**config.mk**
```make
export PLATFORM = sky130hd
export DESIGN_NAME = imem_fetch_ctrl
export DESIGN_NICKNAME = d
export VERILOG_FILES = /design/src/rtl/imem_fetch_ctrl.sv
export SDC_FILE = /design/constraint.sdc
export NUM_CORES = 1
export LEC_CHECK = 0
export ABC_CLOCK_PERIOD_IN_PS = 2500
export CORE_MARGIN = 2
export CORE_UTILIZATION = 30
export CTS_BUF_LIST = sky130_fd_sc_hd__clkbuf_4
export DETAILED_ROUTE_END_ITERATION = 8
export GPL_TIMING_DRIVEN = 0
export PLACE_DENSITY = 0.57
export SETUP_SLACK_MARGIN = 0.1
export SLEW_MARGIN = 10
export SYNTH_ARGS = -nofsm -noshare
export SYNTH_HDL_FRONTEND = slang
export SYNTH_SLANG_ARGS = --single-unit
export TNS_END_PERCENT = 30
```
**constraint.sdc**
```tcl
create_clock -name i_clk -period 2.5 [get_ports i_clk]
set_input_delay 0.25 -clock i_clk [delete_from_list [all_inputs] [get_ports i_clk]]
set_output_delay 0.25 -clock i_clk [all_outputs]
set_load 0.03 [all_outputs]
```
**src/rtl/imem_fetch_ctrl.sv**
```systemverilog
// Instruction fetch sequencer: PC, zero-latency imem addressing, small fetch FIFO toward decode.
// Optional FETCH_PERF_EN adds issue/flush performance counters.
module imem_fetch_ctrl #(
  parameter int unsigned       WIDTH      = 32,
  parameter logic [WIDTH-1:0]  RESET_PC   = '0,
  parameter int unsigned       FIFO_DEPTH = 2
) (
  input  logic             i_clk,
  input  logic             i_rst,
  input  logic             i_fetch_en,
  input  logic             i_redirect_valid,
  input  logic [WIDTH-1:0] i_redirect_pc,
  output logic [WIDTH-3:0] o_imem_addr,
  input  logic [WIDTH-1:0] i_imem_data,
  output logic             o_instr_valid,
  input  logic             i_instr_ready,
  output logic [WIDTH-1:0] o_instr,
  output logic [WIDTH-1:0] o_instr_pc,
  output logic             o_misaligned,
  output logic             o_halted
`ifdef FETCH_PERF_EN
  ,
  output logic [31:0]      o_perf_fetched,
  output logic [31:0]      o_perf_flushed
`endif
);

  localparam int unsigned AW = (FIFO_DEPTH > 1) ? $clog2(FIFO_DEPTH) : 1;
  localparam int unsigned CW = AW + 1;

  typedef enum logic [1:0] {BOOT, RUN, HALT} state_e;

  state_e                           r_state, w_state_nxt;
  logic [WIDTH-1:0]                 r_pc;
  logic [FIFO_DEPTH-1:0][WIDTH-1:0] r_mem_instr;
  logic [FIFO_DEPTH-1:0][WIDTH-1:0] r_mem_pc;
  logic [AW-1:0]                    r_wr_ptr, r_rd_ptr;
  logic [CW-1:0]                    r_count;
  logic [WIDTH-1:0]                 r_hold_instr, r_hold_pc;
  logic                             r_misaligned;

  logic             w_empty, w_full, w_pop, w_issue;
  logic [WIDTH-1:0] w_head_instr, w_head_pc;

  assign w_empty      = (r_count == '0);
  assign w_full       = (r_count == CW'(FIFO_DEPTH));
  assign w_head_instr = r_mem_instr[r_rd_ptr];
  assign w_head_pc    = r_mem_pc[r_rd_ptr];
  assign w_pop        = !w_empty && i_instr_ready;

  assign o_imem_addr   = r_pc[WIDTH-1:2];
  assign o_instr_valid = !w_empty;
  // When empty, the last presented head is shown rather than stale slot contents.
  assign o_instr       = w_empty ? r_hold_instr : w_head_instr;
  assign o_instr_pc    = w_empty ? r_hold_pc    : w_head_pc;
  assign o_misaligned  = r_misaligned;
  assign o_halted      = (r_state == HALT) && w_empty;

  always_comb begin
    w_state_nxt = r_state;
    w_issue     = 1'b0;
    case (r_state)
      BOOT: w_state_nxt = i_fetch_en ? RUN : HALT;
      RUN: begin
        w_issue     = i_fetch_en && (!w_full || w_pop) && !i_redirect_valid;
        w_state_nxt = i_fetch_en ? RUN : HALT;
      end
      HALT:    w_state_nxt = i_fetch_en ? RUN : HALT;
      default: w_state_nxt = BOOT;
    endcase
  end

  always_ff @(posedge i_clk) begin
    if (i_rst) begin
      r_state      <= BOOT;
      r_pc         <= RESET_PC;
      r_mem_instr  <= '0;
      r_mem_pc     <= '0;
      r_wr_ptr     <= '0;
      r_rd_ptr     <= '0;
      r_count      <= '0;
      r_hold_instr <= '0;
      r_hold_pc    <= '0;
      r_misaligned <= 1'b0;
    end else begin
      r_state <= w_state_nxt;
      if (!w_empty) begin
        r_hold_instr <= w_head_instr;
        r_hold_pc    <= w_head_pc;
      end
      if (i_redirect_valid) begin
        // Flush wins over any same-cycle pop; pc is forced word aligned.
        r_pc     <= {i_redirect_pc[WIDTH-1:2], 2'b00};
        r_wr_ptr <= '0;
        r_rd_ptr <= '0;
        r_count  <= '0;
        if (i_redirect_pc[1:0] != 2'b00) r_misaligned <= 1'b1;
      end else begin
        if (w_issue) begin
          r_mem_instr[r_wr_ptr] <= i_imem_data;
          r_mem_pc[r_wr_ptr]    <= r_pc;
          r_wr_ptr              <= r_wr_ptr + AW'(1);
          r_pc                  <= r_pc + WIDTH'(4);
        end
        if (w_pop) r_rd_ptr <= r_rd_ptr + AW'(1);
        case ({w_issue, w_pop})
          2'b10:   r_count <= r_count + CW'(1);
          2'b01:   r_count <= r_count - CW'(1);
          default: r_count <= r_count;
        endcase
      end
    end
  end

`ifdef FETCH_PERF_EN
  logic [31:0] r_perf_fetched, r_perf_flushed;

  always_ff @(posedge i_clk) begin
    if (i_rst) begin
      r_perf_fetched <= '0;
      r_perf_flushed <= '0;
    end else begin
      if (w_issue)          r_perf_fetched <= r_perf_fetched + 32'd1;
      if (i_redirect_valid) r_perf_flushed <= r_perf_flushed + 32'(r_count);
    end
  end

  assign o_perf_fetched = r_perf_fetched;
  assign o_perf_flushed = r_perf_flushed;
`endif

endmodule

```
==> results of run 1 <==
stage by stage:
stage | hold slack [ps] | total power [uW] | setup slack, ps | cell area [um2]
after floorplan | 321.6 | 3999 | 307.2 | 9255
after global placement | 436.6 | 4307 | -1104 | 11390
after detailed placement | 444.4 | 4306 | -1038 | 11390
after CTS | 79.15 | 7554 | 39.99 | 12190
after global routing | 102.0 | 7784 | -0.3608 | 12390
final | 117.8 | 7474 | 118.9 | 12390
repair_timing:
item,CTS,global route
gates resized for setup,493,104
setup buffers,6,5
pin swaps,2,1
endpoints found under the hold margin,0,0
gates cloned,1,0
hold buffers,0,0
setup endpoints to repair,233,179
registers in the layout, indices dropped and copies added, names as in the netlist, 2 cells and up:
register,count
r_hold_pc,32
r_count,2
r_pc,30
r_mem_pc,60
r_mem_instr,64
r_state,2
r_hold_instr,32
critical path, delay by kind of cell (launching register included):
kind / cells / cell delay (ps)
AO/OA/AOI/OAI: 1 / 70
flip-flops: 1 / 360
AND/OR/NAND/NOR: 2 / 340
buffers and inverters: 4 / 650
cell usage in the layout (no fill, tap or decap), drive strengths merged, types with 10 or more instances in the layout:
cell type	instances
a21oi	153
and3	10
buf	90
clkbuf	164
clkdlybuf4s50	98
dfxtp	225
mux2i	62
nand2	337
nand3	14
nand4	14
nor2	18
nor2b	65
nor3	10
o21ai	71
o22ai	11
layer usage:
metal | up-vias | track usage | part of all wire
met1 | 4033 | 0.2521 | 0.46
li1 | 4384 | - | -
met5 | - | 0 | 0
met2 | 301 | 0.2906 | 0.45
met4 | 0 | 0.04455 | 0.014
met3 | 40 | 0.04680 | 0.071
how the worst min path moves through the flow:
stage | from | cells after the start | slack (ps) | to
after floorplan | i_fetch_en | 1 | 320 | r_state[1]$_SDFF_PP0_
after global placement | o_misaligned$_SDFFE_PP0P_ | 2 | 440 | o_misaligned$_SDFFE_PP0P_
after detailed placement | o_misaligned$_SDFFE_PP0P_ | 2 | 440 | o_misaligned$_SDFFE_PP0P_
after CTS | i_imem_data[0] | 3 | 80 | r_mem_instr[32]$_SDFFE_PP0P_
after global routing | i_imem_data[0] | 3 | 100 | r_mem_instr[32]$_SDFFE_PP0P_
final | i_imem_data[5] | 3 | 120 | r_mem_instr[5]$_SDFFE_PP0P_
logic make-up (layout without fill, tap and decap cells):
family                   Yosys count  after routing  share of synthesized area
AO/OA/AOI/OAI                    258            258                     0.1474
XOR/XNOR                          15             15                    0.01420
adder cells (fa/ha/maj)            2              2                   0.002703
buffers and inverters             99            370                    0.04137
flip-flops                       225            225                     0.4867
multiplexers                      66             66                    0.07192
other                              0              1                          0
AND/OR/NAND/NOR                  489            489                     0.2358
power by group:
group,internal [uW],total (uW),switching (uW)
clock network,1740,3230,1490
registers,3630,3690,64.9
logic,226,549,323
final cells by class:
class / instances / area [um2] / share of cell area
Antenna cell: 1 / 2.502 / 0.0002019
Buffer: 87 / 475.5 / 0.03836
Clock buffer: 92 / 690.7 / 0.05572
Clock inverter: 6 / 56.30 / 0.004543
Inverter: 9 / 33.78 / 0.002726
Multi-Input combinational cell: 830 / 4524 / 0.3650
Sequential cell: 225 / 4514 / 0.3642
Tap cell: 396 / 495.5 / 0.03998
Timing Repair Buffer: 176 / 1602 / 0.1292
==> metrics.txt, run 1 <==
Routed WL=30600 um; die height=179.6 um; Seq/Total Area, Yosys=0.4867; layout overhead on the synthesized area=33.92%; clock network latency to the later pin of the worst-skew pair=710 ps; ANT nets after route=0; Ports=166; Fillers=3179; DR iter-0 viols=630; CTS Buffer Depth=3; RSZ-0062 raised after global routing=yes; vias per inst=4.807; Highest Clock Rate=0.4200 GHz; share of cells above drive strength 1=0.1740; DRC errors left=0; CP startpoint=r_count[0]$_SDFFE_PP0P_; Port Buffers=164; Slowest-stage cell, CP=dfxtp_4; Synth Cell Area=9255 um2; post-DR wirelength/cell=16.79 um; largest net degree at the start of global routing=17; first-pass GRT wire length=47490 um; Yosys top cell by area=dfxtp_1; number of setup violations in the final report=0; worst-margin pin slew=771.5 ps; Commonest cells post-synth=337 x nand2_1, 225 x dfxtp_1, 152 x a21oi_1; Starting Density=0.3034; DPL Wire Length=21420 um; Net Count, Synth=1225; VDD IR-drop max=0.2923 mV; Crit Reg-Reg Startpoint=r_state[1]$_SDFF_PP0_; worst path required time=2250 ps; maxcap violations=0; Yosys top cell area share=0.4867; via count=8758; CTS tree=done; Overall Global Routing Usage=0.1842; Slew headroom=0.4857; outcome=complete, no violations; worst hold path type=in2reg; Inst Count DP=1714; Pleak=0.004261 uW; vias in the first global route=8564; CTS Buf Count=58; crit path to=o_instr_pc[17]; root buffer cell=clkbuf_4; Slew Limit Fails=0; most common flop cell mapped by yosys=dfxtp_1; Layout Nets=1458; Setup crit start kind=register; DRT Pass-1 Iters=5; setup tns final=0 ps; die width=179.6 um; clk slew on worst S/H paths=60 ps; r2r worst-path depth=9; GRT overflow=0; Post-Syn Area per Cell=8.020 um2; initial antenna violation count=1; cells along the critical path=nor2_4 -> clkbuf_16 -> buf_6 -> clkbuf_16 -> nand2_1 -> o21ai_2 -> buf_6; pwr dens=603.0 nW/um2; worst flop-to-flop path endpoint=r_count[1]$_SDFFE_PP0P_; most frequent cell after synthesis=nand2_1; register bit total from synthesis=225; Die Area=32270 um2; Post-Syn Instances=1154; fin crit period=2381 ps; Hold Fails Final Rpt=0; Area contributors post-synth=dfxtp_1 49%, nand2_1 14%, a21oi_1 8.2%, mux2i_1 6.7%, nor2b_1 4.4%; core footprint=30510 um2; Tcrit/Tclk final=0.9524; reg2reg setup slack=300 ps; row count=64; EDFF count, synth=0; Arrival @ worst endpoint=2130 ps; clk_skew=44.73 ps; clk sinks=225; fin cells=1822; Post-synth ARST share=0; Setup crit end kind=primary output; Cell variety after synth=41; Synth warnings=0; utilization after layout=0.4063; max incr delay on CP=360 ps; critical path class=reg2out; htree depth=2; peak fanout along the critical path=10; Placer Congestion=0.8604
No activity file was read; power rests on OpenSTA's default activity.
==> inputs of run 2 (changes only) <==
--- a/config.mk
+++ b/config.mk
@@ -5,13 +5,13 @@
 export SDC_FILE = /design/constraint.sdc
 export NUM_CORES = 1
 export LEC_CHECK = 0
-export ABC_CLOCK_PERIOD_IN_PS = 2500
+export ABC_CLOCK_PERIOD_IN_PS = 2000
 export CORE_MARGIN = 2
 export CORE_UTILIZATION = 30
 export CTS_BUF_LIST = sky130_fd_sc_hd__clkbuf_4
 export DETAILED_ROUTE_END_ITERATION = 8
 export GPL_TIMING_DRIVEN = 0
-export PLACE_DENSITY = 0.57
+export PLACE_DENSITY = 0.58
 export SETUP_SLACK_MARGIN = 0.1
 export SLEW_MARGIN = 10
 export SYNTH_ARGS = -nofsm -noshare
==> constraint.sdc (replaced) <==
create_clock -name i_clk -period 2 [get_ports i_clk]
set_input_delay 0.2 -clock i_clk [delete_from_list [all_inputs] [get_ports i_clk]]
set_output_delay 0.2 -clock i_clk [all_outputs]
set_load 0.03 [all_outputs]
==> run 2 against run 1 <==
Against the previous run: sequential share of layout area is 3.0 points lower; core utilization up 3.9 points; via count up 3.8%; critical path type unchanged; flip-flop and latch count unchanged; the flow now finishes with violations (negative setup slack); sequential power rose by 25%; final cell count rose by 1.4%.
==> metrics.txt, run 2 (same netlist as run 1, synthesis figures left out) <==
Pleak=0.005046 uW; fin crit period=2115 ps; pwr dens=701.1 nW/um2; largest net degree at the start of global routing=11; Slew Limit Fails=0; Layout Nets=1489; outcome=finished, violations left; Slew headroom=0.4836; vias per inst=4.922; Slowest-stage cell, CP=dfxtp_4; setup tns final=-2110 ps; Finished Cell Area=13590 um2; Placer Congestion=0.8571; die height=179.6 um; clk sinks=225; Hold Path Stages=3; post-DR wirelength/cell=17.48 um; first-pass GRT wire length=48850 um; clock network latency to the later pin of the worst-skew pair=650 ps; via count=9091; max reg flops=64; area post-placement=11400 um2; GR Layer Usage met2=0.3059; GRT overflow=0; DRC errors left=0; CTS Buffer Depth=3; critical path class=reg2out; worst hold slack=138.5 ps; root buffer cell=clkbuf_4; Top reg by flops=r_mem_instr; Arrival @ worst endpoint=1920 ps; Setup crit end kind=primary output; CTS tree=done; vias in the first global route=8744; Hold Fails Final Rpt=0; VDD IR-drop max=0.2824 mV; Tcrit/Tclk final=1.058; row count=64; utilization after layout=0.4455; worst-margin pin slew=774.7 ps; met3 Use GR=0.04822; worst hold path type=in2reg; clk slew on worst S/H paths=60 ps; layout overhead on the synthesized area=46.87%; DPL Wire Length=21580 um; maxcap violations=0; Starting Density=0.3034; die width=179.6 um; Ports=166; share of cells above drive strength 1=0.2662; peak fanout along the critical path=10; DR iter-0 viols=532; max incr delay on CP=360 ps; Inst Count DP=1714; RSZ-0062 raised after global routing=yes; ANT nets after route=0; cts hold-fix bufs=0; most frequent cells in the layout=312 x nand2_1, 206 x dfxtp_1, 152 x a21oi_1; fin cells=1847; failing checks=negative setup slack; most common cell after layout, fill and taps aside=nand2_1; DRT Pass-1 Iters=5; Highest Clock Rate=0.4727 GHz; r2r worst-path depth=7; cells along the critical path=nor2_4 -> clkbuf_4 -> and2_1 -> clkdlybuf4s15_2; Routed WL=32290 um; Overall Global Routing Usage=0.1917; Port Buffers=164; htree depth=3; core footprint=30510 um2; fin worst setup slack=-115.3 ps; Die Area=32270 um2; biggest regs=r_mem_instr: 64 flops, r_mem_pc: 60 flops; worst path required time=1800 ps; number of setup violations in the final report=57; grt peak-use layer=met2; CTS Buf Count=67; initial antenna violation count=1; met1 global-route usage=0.2550; Setup crit start kind=register; clk_skew=38.06 ps
## run 2: path summary, 6_finish.rpt
kind	slack, ps	end	from
worst max register to register	70	r_pc[22]$_SDFFE_PP0P_	r_pc[3]$_SDFFE_PP0P_
worst min register to register	440	o_misaligned$_SDFFE_PP0P_	o_misaligned$_SDFFE_PP0P_
worst min-delay path	140	r_mem_instr[36]$_SDFFE_PP0P_	i_imem_data[4]
worst max-delay path	-120	o_instr_pc[1]	r_count[1]$_SDFFE_PP0P_
## run 2: worst max-delay path: cells and delay by family, from the launching register on
family | cells | cell delay (ps)
simple gates | 2 | 320
flops | 1 | 360
buf+inv | 2 | 590
## run 2: stage by stage
stage	power (uW)	setup slack [ps]
after global placement	5388	-1666
final	9530	-115.3
after floorplan	5002	47.98
after detailed placement	5388	-1662
after global routing	9945	-241.9
after CTS	9598	-185.1
## run 2: layout make-up
| cell class | instances | area (um2) |
|---|---|---|
| Clock inverter | 13 | 102.6 |
| Inverter | 9 | 33.78 |
| Fill cell | 3026 | 16920 |
| Sequential cell | 225 | 4538 |
| Buffer | 88 | 721.9 |
| Clock buffer | 88 | 660.6 |
| Antenna cell | 1 | 2.502 |
| Multi-Input combinational cell | 830 | 4989 |
| Timing Repair Buffer | 197 | 2049 |
| Tap cell | 396 | 495.5 |
## run 2: power by group
| group | switching (uW) | total [uW] | internal, uW | leakage, uW |
|---|---|---|---|---|
| Sequential | 82.1 | 4620 | 4540 | 0.00183 |
| Clock | 1910 | 4170 | 2270 | 0.000461 |
| Combinational | 428 | 735 | 306 | 0.00276 |
## run 2: per-layer routing
metal / share of wire / routed length [um]
met4: 0.015 / 476
met3: 0.063 / 2042
met1: 0.45 / 14640
met2: 0.47 / 15140
met5: 0 / 0
## run 2: timing repair
item,in CTS,in global routing
endpoints found under the hold margin,0,0
gates resized for setup,725,154
pin swaps,19,12
setup endpoints to repair,312,223
buffers inserted,11,16
cloned,4,2
